`config.mk`:
```
export PLATFORM = sky130hd
export DESIGN_NAME = config_loader_flat
export DESIGN_NICKNAME = d
export VERILOG_FILES = /design/src/rtl/config_loader_pkg.sv /design/src/rtl/config_loader_if.sv /design/src/rtl/config_word_assembler.sv /design/src/rtl/config_loader.sv /design/src/flat_wrapper.sv
export SDC_FILE = /design/constraint.sdc
export NUM_CORES = 1
export LEC_CHECK = 0
export ABC_AREA = 1
export BUFFER_PORTS_ARGS = -buffer_cell sky130_fd_sc_hd__buf_2
export CAP_MARGIN = 0
export CORE_ASPECT_RATIO = 1.75
export CORE_UTILIZATION = 40
export CTS_BUF_LIST = sky130_fd_sc_hd__clkbuf_16
export DETAILED_ROUTE_END_ITERATION = 10
export PLACE_DENSITY = 0.59
export SKIP_CTS_REPAIR_TIMING = 1
export SLEW_MARGIN = 20
export SYNTH_ARGS = -nofsm -noshare
export SYNTH_HDL_FRONTEND = slang
export SYNTH_SLANG_ARGS = --single-unit
```
`constraint.sdc`:
```
create_clock -name clk -period 7.1 [get_ports clk]
set_input_delay 1.775 -clock clk [delete_from_list [all_inputs] [get_ports clk]]
set_output_delay 1.775 -clock clk [all_outputs]
set_load 0.02 [all_outputs]
```
`src/rtl/config_loader_pkg.sv`:
```
// -----------------------------------------------------------------------------
// config_loader_pkg
//   Shared definitions for the tile configuration loader:
//     - section ids decoded by the pe_tile blocks in config_addr[31:16]
//     - frame header byte and parked bus address
//     - FSM state encoding plus decode helpers for the registered
//       byte_ready / busy outputs
// -----------------------------------------------------------------------------
package config_loader_pkg;

    localparam logic [15:0] CFG_SEC_CLB   = 16'd4;
    localparam logic [15:0] CFG_SEC_CB1   = 16'd5;
    localparam logic [15:0] CFG_SEC_CB0   = 16'd6;
    localparam logic [15:0] CFG_SEC_SB    = 16'd7;

    localparam logic [7:0]  CFG_HEADER    = 8'hA5;
    localparam logic [31:0] CFG_IDLE_ADDR = 32'hFFFF_FFFF;

    typedef enum logic [2:0] {
        ST_IDLE    = 3'd0,
        ST_CNT_HI  = 3'd1,
        ST_CNT_LO  = 3'd2,
        ST_PAYLOAD = 3'd3,
        ST_ISSUE   = 3'd4,
        ST_CHECK   = 3'd5,
        ST_DONE    = 3'd6,
        ST_ERROR   = 3'd7
    } state_t;

    // States in which the loader takes stream bytes.
    function automatic logic ready_in(input state_t s);
        return (s == ST_IDLE) || (s == ST_CNT_HI) || (s == ST_CNT_LO) ||
               (s == ST_PAYLOAD) || (s == ST_CHECK);
    endfunction

    // A frame is in progress everywhere except the resting states.
    function automatic logic busy_in(input state_t s);
        return !((s == ST_IDLE) || (s == ST_DONE) || (s == ST_ERROR));
    endfunction

endpackage

```
`src/rtl/config_loader_if.sv`:
```
// -----------------------------------------------------------------------------
// config_loader_if
//   Groups the byte stream (valid/ready) and the broadcast config write bus.
//     byte_data   [7:0]   stream byte              (master -> slave)
//     byte_valid          stream byte valid        (master -> slave)
//     byte_ready          loader accepts the byte  (slave  -> master)
//     config_addr [31:0]  {section, tile_id}, parked when idle (slave -> master)
//     config_data [31:0]  write payload, 0 when idle           (slave -> master)
//   master: the stream source / bus observer.  slave: the loader.
// -----------------------------------------------------------------------------
interface config_loader_if;
    logic [7:0]  byte_data;
    logic        byte_valid;
    logic        byte_ready;
    logic [31:0] config_addr;
    logic [31:0] config_data;

    modport master (
        output byte_data,
        output byte_valid,
        input  byte_ready,
        input  config_addr,
        input  config_data
    );

    modport slave (
        input  byte_data,
        input  byte_valid,
        output byte_ready,
        output config_addr,
        output config_data
    );
endinterface

```
`src/rtl/config_word_assembler.sv`:
```
// -----------------------------------------------------------------------------
// config_word_assembler
//   Collects eight stream bytes (MSB first) into one 64-bit {addr,data} word.
//   Ports:
//     clk, reset   clock, asynchronous active-low reset (clears the index)
//     shift_en     accept byte_in this cycle
//     clear        restart the byte index at 0 (frame start)
//     byte_in      incoming byte
//     word         {previous 7 bytes, byte_in}; complete when load_done=1
//     load_done    byte_in is the 8th byte of the word
// -----------------------------------------------------------------------------
module config_word_assembler (
    input  logic        clk,
    input  logic        reset,
    input  logic        shift_en,
    input  logic        clear,
    input  logic [7:0]  byte_in,
    output logic [63:0] word,
    output logic        load_done
);

    logic [55:0] shreg;
    logic [2:0]  idx;

    always_ff @(posedge clk or negedge reset) begin
        if (!reset) begin
            idx <= 3'd0;
        end else if (clear) begin
            idx <= 3'd0;
        end else if (shift_en) begin
            idx <= idx + 3'd1;
        end
    end

    // Only the last seven bytes are stored; the eighth is used straight from
    // the input so the finished word is available on the accepting edge.
    always_ff @(posedge clk) begin
        if (shift_en) begin
            shreg <= {shreg[47:0], byte_in};
        end
    end

    assign word      = {shreg, byte_in};
    assign load_done = shift_en && (idx == 3'd7);

endmodule

```
`src/rtl/config_loader.sv`:
```
// -----------------------------------------------------------------------------
// config_loader
//   Receives a framed byte stream and turns each 8-byte payload word into one
//   single-cycle write on config_addr/config_data, broadcast to all pe_tiles.
//   Frame: HEADER, N[15:8], N[7:0], N x {addr[31:0], data[31:0]} MSB first,
//   then an XOR checksum byte when CONFIG_LOADER_CHECKSUM_EN is defined.
//   Optional feature macro: CONFIG_LOADER_CHECKSUM_EN (checksum byte + error).
//   Ports:
//     clk            clock
//     reset          asynchronous active-low reset
//     start          re-arm pulse, honoured in DONE/ERROR only
//     bus            config_loader_if.slave (byte stream + config write bus)
//     busy           frame in progress
//     done           sticky, frame completed cleanly
//     error          sticky, checksum mismatch (0 without the macro)
//     words_written  writes issued in the current/last frame
// -----------------------------------------------------------------------------
module config_loader
    import config_loader_pkg::*;
#(
    parameter logic [31:0] IDLE_ADDR = CFG_IDLE_ADDR,
    parameter logic [7:0]  HEADER    = CFG_HEADER,
    parameter int          COUNT_W   = 16
) (
    input  logic               clk,
    input  logic               reset,
    input  logic               start,
    config_loader_if.slave     bus,
    output logic               busy,
    output logic               done,
    output logic               error,
    output logic [COUNT_W-1:0] words_written
);

    state_t             state;
    logic               ready_q;
    logic [31:0]        addr_q;
    logic [31:0]        data_q;
    logic [7:0]         cnt_hi;
    logic [COUNT_W-1:0] word_count;
    logic [COUNT_W-1:0] ww_next;

    logic               accept;
    logic               shift_en;
    logic               asm_clear;
    logic               load_done;
    logic [63:0]        asm_word;

    assign accept    = bus.byte_valid && ready_q;
    assign shift_en  = accept && (state == ST_PAYLOAD);
    assign asm_clear = (state == ST_CNT_HI) || (state == ST_CNT_LO);
    assign ww_next   = words_written + 1'b1;

    assign bus.byte_ready  = ready_q;
    assign bus.config_addr = addr_q;
    assign bus.config_data = data_q;

    config_word_assembler u_asm (
        .clk       (clk),
        .reset     (reset),
        .shift_en  (shift_en),
        .clear     (asm_clear),
        .byte_in   (bus.byte_data),
        .word      (asm_word),
        .load_done (load_done)
    );

`ifdef CONFIG_LOADER_CHECKSUM_EN
    logic [7:0] csum;
    logic       error_q;
    assign error = error_q;
`else
    assign error = 1'b0;
`endif

    // Move to a new state and update the registered handshake/status outputs
    // so they are valid in the first cycle of that state.
    task automatic go(input state_t nxt);
        state   <= nxt;
        ready_q <= ready_in(nxt);
        busy    <= busy_in(nxt);
    endtask

    // Entered when the last word has been issued (or N was zero).
    task automatic end_payload();
`ifdef CONFIG_LOADER_CHECKSUM_EN
        go(ST_CHECK);
`else
        done <= 1'b1;
        go(ST_DONE);
`endif
    endtask

    always_ff @(posedge clk or negedge reset) begin
        if (!reset) begin
            state         <= ST_IDLE;
            ready_q       <= 1'b0;
            busy          <= 1'b0;
            done          <= 1'b0;
            addr_q        <= IDLE_ADDR;
            data_q        <= 32'd0;
            cnt_hi        <= 8'd0;
            word_count    <= '0;
            words_written <= '0;
`ifdef CONFIG_LOADER_CHECKSUM_EN
            csum          <= 8'd0;
            error_q       <= 1'b0;
`endif
        end else begin
            // Bus parks unless a write is being launched this edge; outputs
            // track the current state unless a transition overrides them.
            addr_q  <= IDLE_ADDR;
            data_q  <= 32'd0;
            ready_q <= ready_in(state);
            busy    <= busy_in(state);

            case (state)
                ST_IDLE: begin
                    if (accept && (bus.byte_data == HEADER)) begin
                        go(ST_CNT_HI);
                    end
                end
                ST_CNT_HI: begin
                    if (accept) begin
                        cnt_hi        <= bus.byte_data;
                        words_written <= '0;
`ifdef CONFIG_LOADER_CHECKSUM_EN
                        csum          <= 8'd0;
`endif
                        go(ST_CNT_LO);
                    end
                end
                ST_CNT_LO: begin
                    if (accept) begin
                        word_count    <= COUNT_W'({cnt_hi, bus.byte_data});
                        words_written <= '0;
                        if ({cnt_hi, bus.byte_data} == 16'd0) begin
                            end_payload();
                        end else begin
                            go(ST_PAYLOAD);
                        end
                    end
                end
                ST_PAYLOAD: begin
                    if (accept) begin
`ifdef CONFIG_LOADER_CHECKSUM_EN
                        csum <= csum ^ bus.byte_data;
`endif
                        if (load_done) begin
                            addr_q <= asm_word[63:32];
                            data_q <= asm_word[31:0];
                            go(ST_ISSUE);
                        end
                    end
                end
                ST_ISSUE: begin
                    words_written <= ww_next;
                    if (ww_next == word_count) begin
                        end_payload();
                    end else begin
                        go(ST_PAYLOAD);
                    end
                end
`ifdef CONFIG_LOADER_CHECKSUM_EN
                ST_CHECK: begin
                    if (accept) begin
                        if (bus.byte_data == csum) begin
                            done <= 1'b1;
                            go(ST_DONE);
                        end else begin
                            error_q <= 1'b1;
                            go(ST_ERROR);
                        end
                    end
                end
`endif
                ST_DONE, ST_ERROR: begin
                    if (start) begin
                        done <= 1'b0;
`ifdef CONFIG_LOADER_CHECKSUM_EN
                        error_q <= 1'b0;
`endif
                        go(ST_IDLE);
                    end
                end
                default: begin
                    go(ST_IDLE);
                end
            endcase
        end
    end

endmodule

```
`src/flat_wrapper.sv`:
```
// flat-port wrapper written by rule: the top's interface ports become plain ports
module config_loader_flat import config_loader_pkg::*;
#(
    parameter logic [31:0] IDLE_ADDR = CFG_IDLE_ADDR,
    parameter logic [7:0]  HEADER    = CFG_HEADER,
    parameter int          COUNT_W   = 16
)
  (clk, reset, start, busy, done, error, words_written, bus_byte_data, bus_byte_valid, bus_byte_ready, bus_config_addr, bus_config_data);
  config_loader_if bus_i ();
  input  logic clk;
  input  logic reset;
  input  logic start;
  output logic busy;
  output logic done;
  output logic error;
  output logic [COUNT_W-1:0] words_written;
  input wire logic [$bits(bus_i.byte_data)-1:0] bus_byte_data;
  input wire logic [$bits(bus_i.byte_valid)-1:0] bus_byte_valid;
  output wire logic [$bits(bus_i.byte_ready)-1:0] bus_byte_ready;
  output wire logic [$bits(bus_i.config_addr)-1:0] bus_config_addr;
  output wire logic [$bits(bus_i.config_data)-1:0] bus_config_data;
  assign bus_i.byte_data = bus_byte_data;
  assign bus_i.byte_valid = bus_byte_valid;
  assign bus_byte_ready = bus_i.byte_ready;
  assign bus_config_addr = bus_i.config_addr;
  assign bus_config_data = bus_i.config_data;
  config_loader #(.IDLE_ADDR(IDLE_ADDR), .HEADER(HEADER), .COUNT_W(COUNT_W)) u_core (.clk(clk), .reset(reset), .start(start), .bus(bus_i), .busy(busy), .done(done), .error(error), .words_written(words_written));
endmodule
```
==> run metrics <==
Yosys cell types 34; number of placed instances with taps included approximately 930; largest buffer count on any clock path 2; overall routing resource usage 16.9%; Clock Sinks 169; Yosys warning total 0; Yosys top cell by area dfrtp_1; gpl congestion about 0.9; PwrDens 323 nW/um2; Startpoint Class input port; Tightest Hold Check Type flop to flop; worst hold path startpoint u_core.u_asm.shreg[53]$_DFFE_PP_; Sw Pwr 798 uW; GR Overflow Total 0; vias in the first global route 4547; Mapped Cells ~630; Yosys reg bits 169; layout cells sized above 1 28.5%; clk_lat worst skew 0.43 ns; DRC Markers 0; initial antenna violation count 0; Critical Path RT ~7.4 ns; DIE HEIGHT approximately 170 um; Routed wire per std cell 14.2 um; Pint 1790 uW; DR iter-0 viols 262; share of power burned in registers 47.0%; CP dominant cell by count nand2_1; via-per-instance ratio 4.76; Max H-tree Level 4; Synth-to-Final Area Change 19.9%; I/O pin count 96; Leak 0.00373 uW; ANT cells 0; Clock Tree Root clkbuf_16; sequential share of the synthesized area 68.2%; VDD IR-drop max 0.199 mV; Clk pwr share 35.6%; Comb power frac 17.3%; final cell count without fillers 965; CP peak stage delay 0.57 ns; final worst slack 3.45 ns; Worst-path clk slew ~0.070 ns; Post-DP HPWL 9630 um; WL final about 14000 um; port bufs between 90 and 100; 1st-pass router iterations 7; Max-cap violations 0; worst relative slew slack 40.1%; Synth top area share 30.4%; status finished clean; Most used DFF post-synth dfrtp_1; Routed Antenna Nets 0; Hold WS 0.433 ns; Hold Vio Cnt, Final 0; Final Skew approximately 0.0094 ns; slowest stage cell, crit path buf_4; Cell Area, Synth between 6000 and 7000 um2; Initial Utilization 40.8%; data arrival time of the critical path 3.99 ns; maximum clock rate about 0.27 GHz; setup TNS 0 ns; worst slew pin tran 0.899 ns; average size of a mapped cell 10.6 um2; # fillers between 1k and 1.5k; TritonCTS clock tree done; crit path max fanout 65; worst-path cell chain buf_2 -> nand2_1 -> inv_1 -> nand2_1 -> inv_2 -> buf_4 -> nand2_4 -> nand2_1 -> nand3_2 -> inv_1 -> o21ai_0 -> o21ai_0; worst r2r src u_core.state[2]$_DFFE_PN0P_; CP Launch Point bus_byte_valid; Final period util 51.4%; switching share of power 30.9%; synth cell count leaders nand2_1, inv_1, dfrtp_1; RSZ-0062 raised after global routing false; Synth area leaders dfrtp_1, edfxtp_1, dfstp_2, nand2_1, inv_1; # rows 62; crit path time final 3.65 ns; worst setup slack before clock tree synthesis 2.59 ns; kind of critical path input port to flop; most numerous cell in the Yosys netlist nand2_1; total power 2580 uW; Via Count 4598; Synth async-reset ratio between 60% and 70%; Max Slew Vio Count 0; largest net degree at the start of global routing 73; nets 746; crit end category flop; first-pass GRT wire length 22400 um; Post-synth EDFFs 56; Chip Width 99.6 um; cts bufs inserted 17; core area 16400 um2; die area 17200 um2; Setup-failing EPs final 0; post-synth net total about 650
==> through the flow <==
step / utilization (%) / cell area [um2]
global placement: 45.1 / 7390
floorplan: - / 6670
finish: 48.9 / 8000
global route: 48.9 / 8000
CTS: 48.9 / 8000
detailed placement: 45.1 / 7390
==> worst max-delay path, delay by kind of cell <==
kind | cells | cell delay (ns)
compound gates | 2 | 0.17
buf+inv | 5 | 0.94
simple gates | 5 | 1.06
==> final cells by class <==
class / count / area (um2) / share of cell area, %
clock buffer: 17 / 425 / 5.32
clock inverter: 15 / 183 / 2.28
inverter: 90 / 338 / 4.22
multi-input combinational: 353 / 1730 / 21.6
sequential: 169 / 4550 / 56.9
tap: 224 / 280 / 3.50
timing repair buffer: 97 / 495 / 6.19
==> layout by cell type, fill, tap and decap left out, types with 2 or more instances in the layout <==
| cell type | instances |
|---|---|
| clkinv_4 | 3 |
| clkbuf_16 | 17 |
| edfxtp_1 | 56 |
| nand4_1 | 13 |
| nor2_2 | 5 |
| a31oi_1 | 2 |
| inv_6 | 2 |
| nor2_1 | 58 |
| a22o_1 | 2 |
| or2_2 | 35 |
| ha_1 | 6 |
| inv_1 | 87 |
| nand3_1 | 35 |
| dfstp_2 | 32 |
| nor2_4 | 2 |
| dfrtp_1 | 81 |
| o21ai_0 | 33 |
| nand2_1 | 126 |
| buf_4 | 4 |
| nor4_1 | 3 |
| clkinv_8 | 3 |
| a21oi_1 | 4 |
| o21ai_1 | 2 |
| nand2_2 | 2 |
| inv_2 | 4 |
| nand3b_1 | 4 |
| o22ai_1 | 11 |
| buf_2 | 93 |
| inv_8 | 5 |
==> metal layers <==
| metal | vias to the layer above | part of all wire (%) | GRT usage, % |
|---|---|---|---|
| met5 | - | 0 | 0 |
| met1 | 2202 | 40 | 19.5 |
| met3 | 28 | 4.1 | 3.48 |
| met2 | 143 | 53 | 29.7 |
| met4 | 0 | 2.6 | 7.90 |
| li1 | 2225 | - | - |
==> state kept, by name, summed over array words and instances, names as in the netlist, 3 cells and up <==
| register | count |
|---|---|
| u_core.cnt_hi | 8 |
| u_core.u_asm.idx | 3 |
| u_core.bus.config_data | 32 |
| u_core.words_written | 16 |
| u_core.bus.config_addr | 32 |
| u_core.word_count | 16 |
| u_core.u_asm.shreg | 56 |
| u_core.state | 3 |
==> kinds of logic after synthesis <==
group / count (synthesis) / synth area share (%)
other cells: 1 / 0.0562
compound gates: 58 / 4.89
buf+inv: 105 / 6.00
flops: 169 / 68.2
fa+ha+maj: 6 / 1.13
xor+xnor: 2 / 0.263
simple gates: 286 / 19.5
==> worst paths after layout <==
check / end / slack, ns / cells after the start
hold reg to reg: u_core.bus.config_addr[29]$_DFF_PN1_ / 0.43 / 1
min in group asynchronous: u_core.words_written[10]$_DFFE_PN0P_ / 1.33 / 1
hold / removal: u_core.bus.config_addr[29]$_DFF_PN1_ / 0.43 / 1
max in group asynchronous: u_core.word_count[0]$_DFFE_PN0P_ / 4.44 / 2
setup reg to reg: u_core.state[1]$_DFFE_PN0P_ / 4.14 / 12
setup / recovery: u_core.state[1]$_DFFE_PN0P_ / 3.45 / 12
==> power groups by stage <==
stage	combinational [uW]	clock [uW]	sequential [uW]
2_1_floorplan	311	0	1220
3_3_place_gp	437	0	1230
3_5_place_dp	452	0	1230
4_1_cts	454	944	1210
5_1_grt	517	978	1230
6_report	448	920	1220
(Power assumes the default switching activity.)
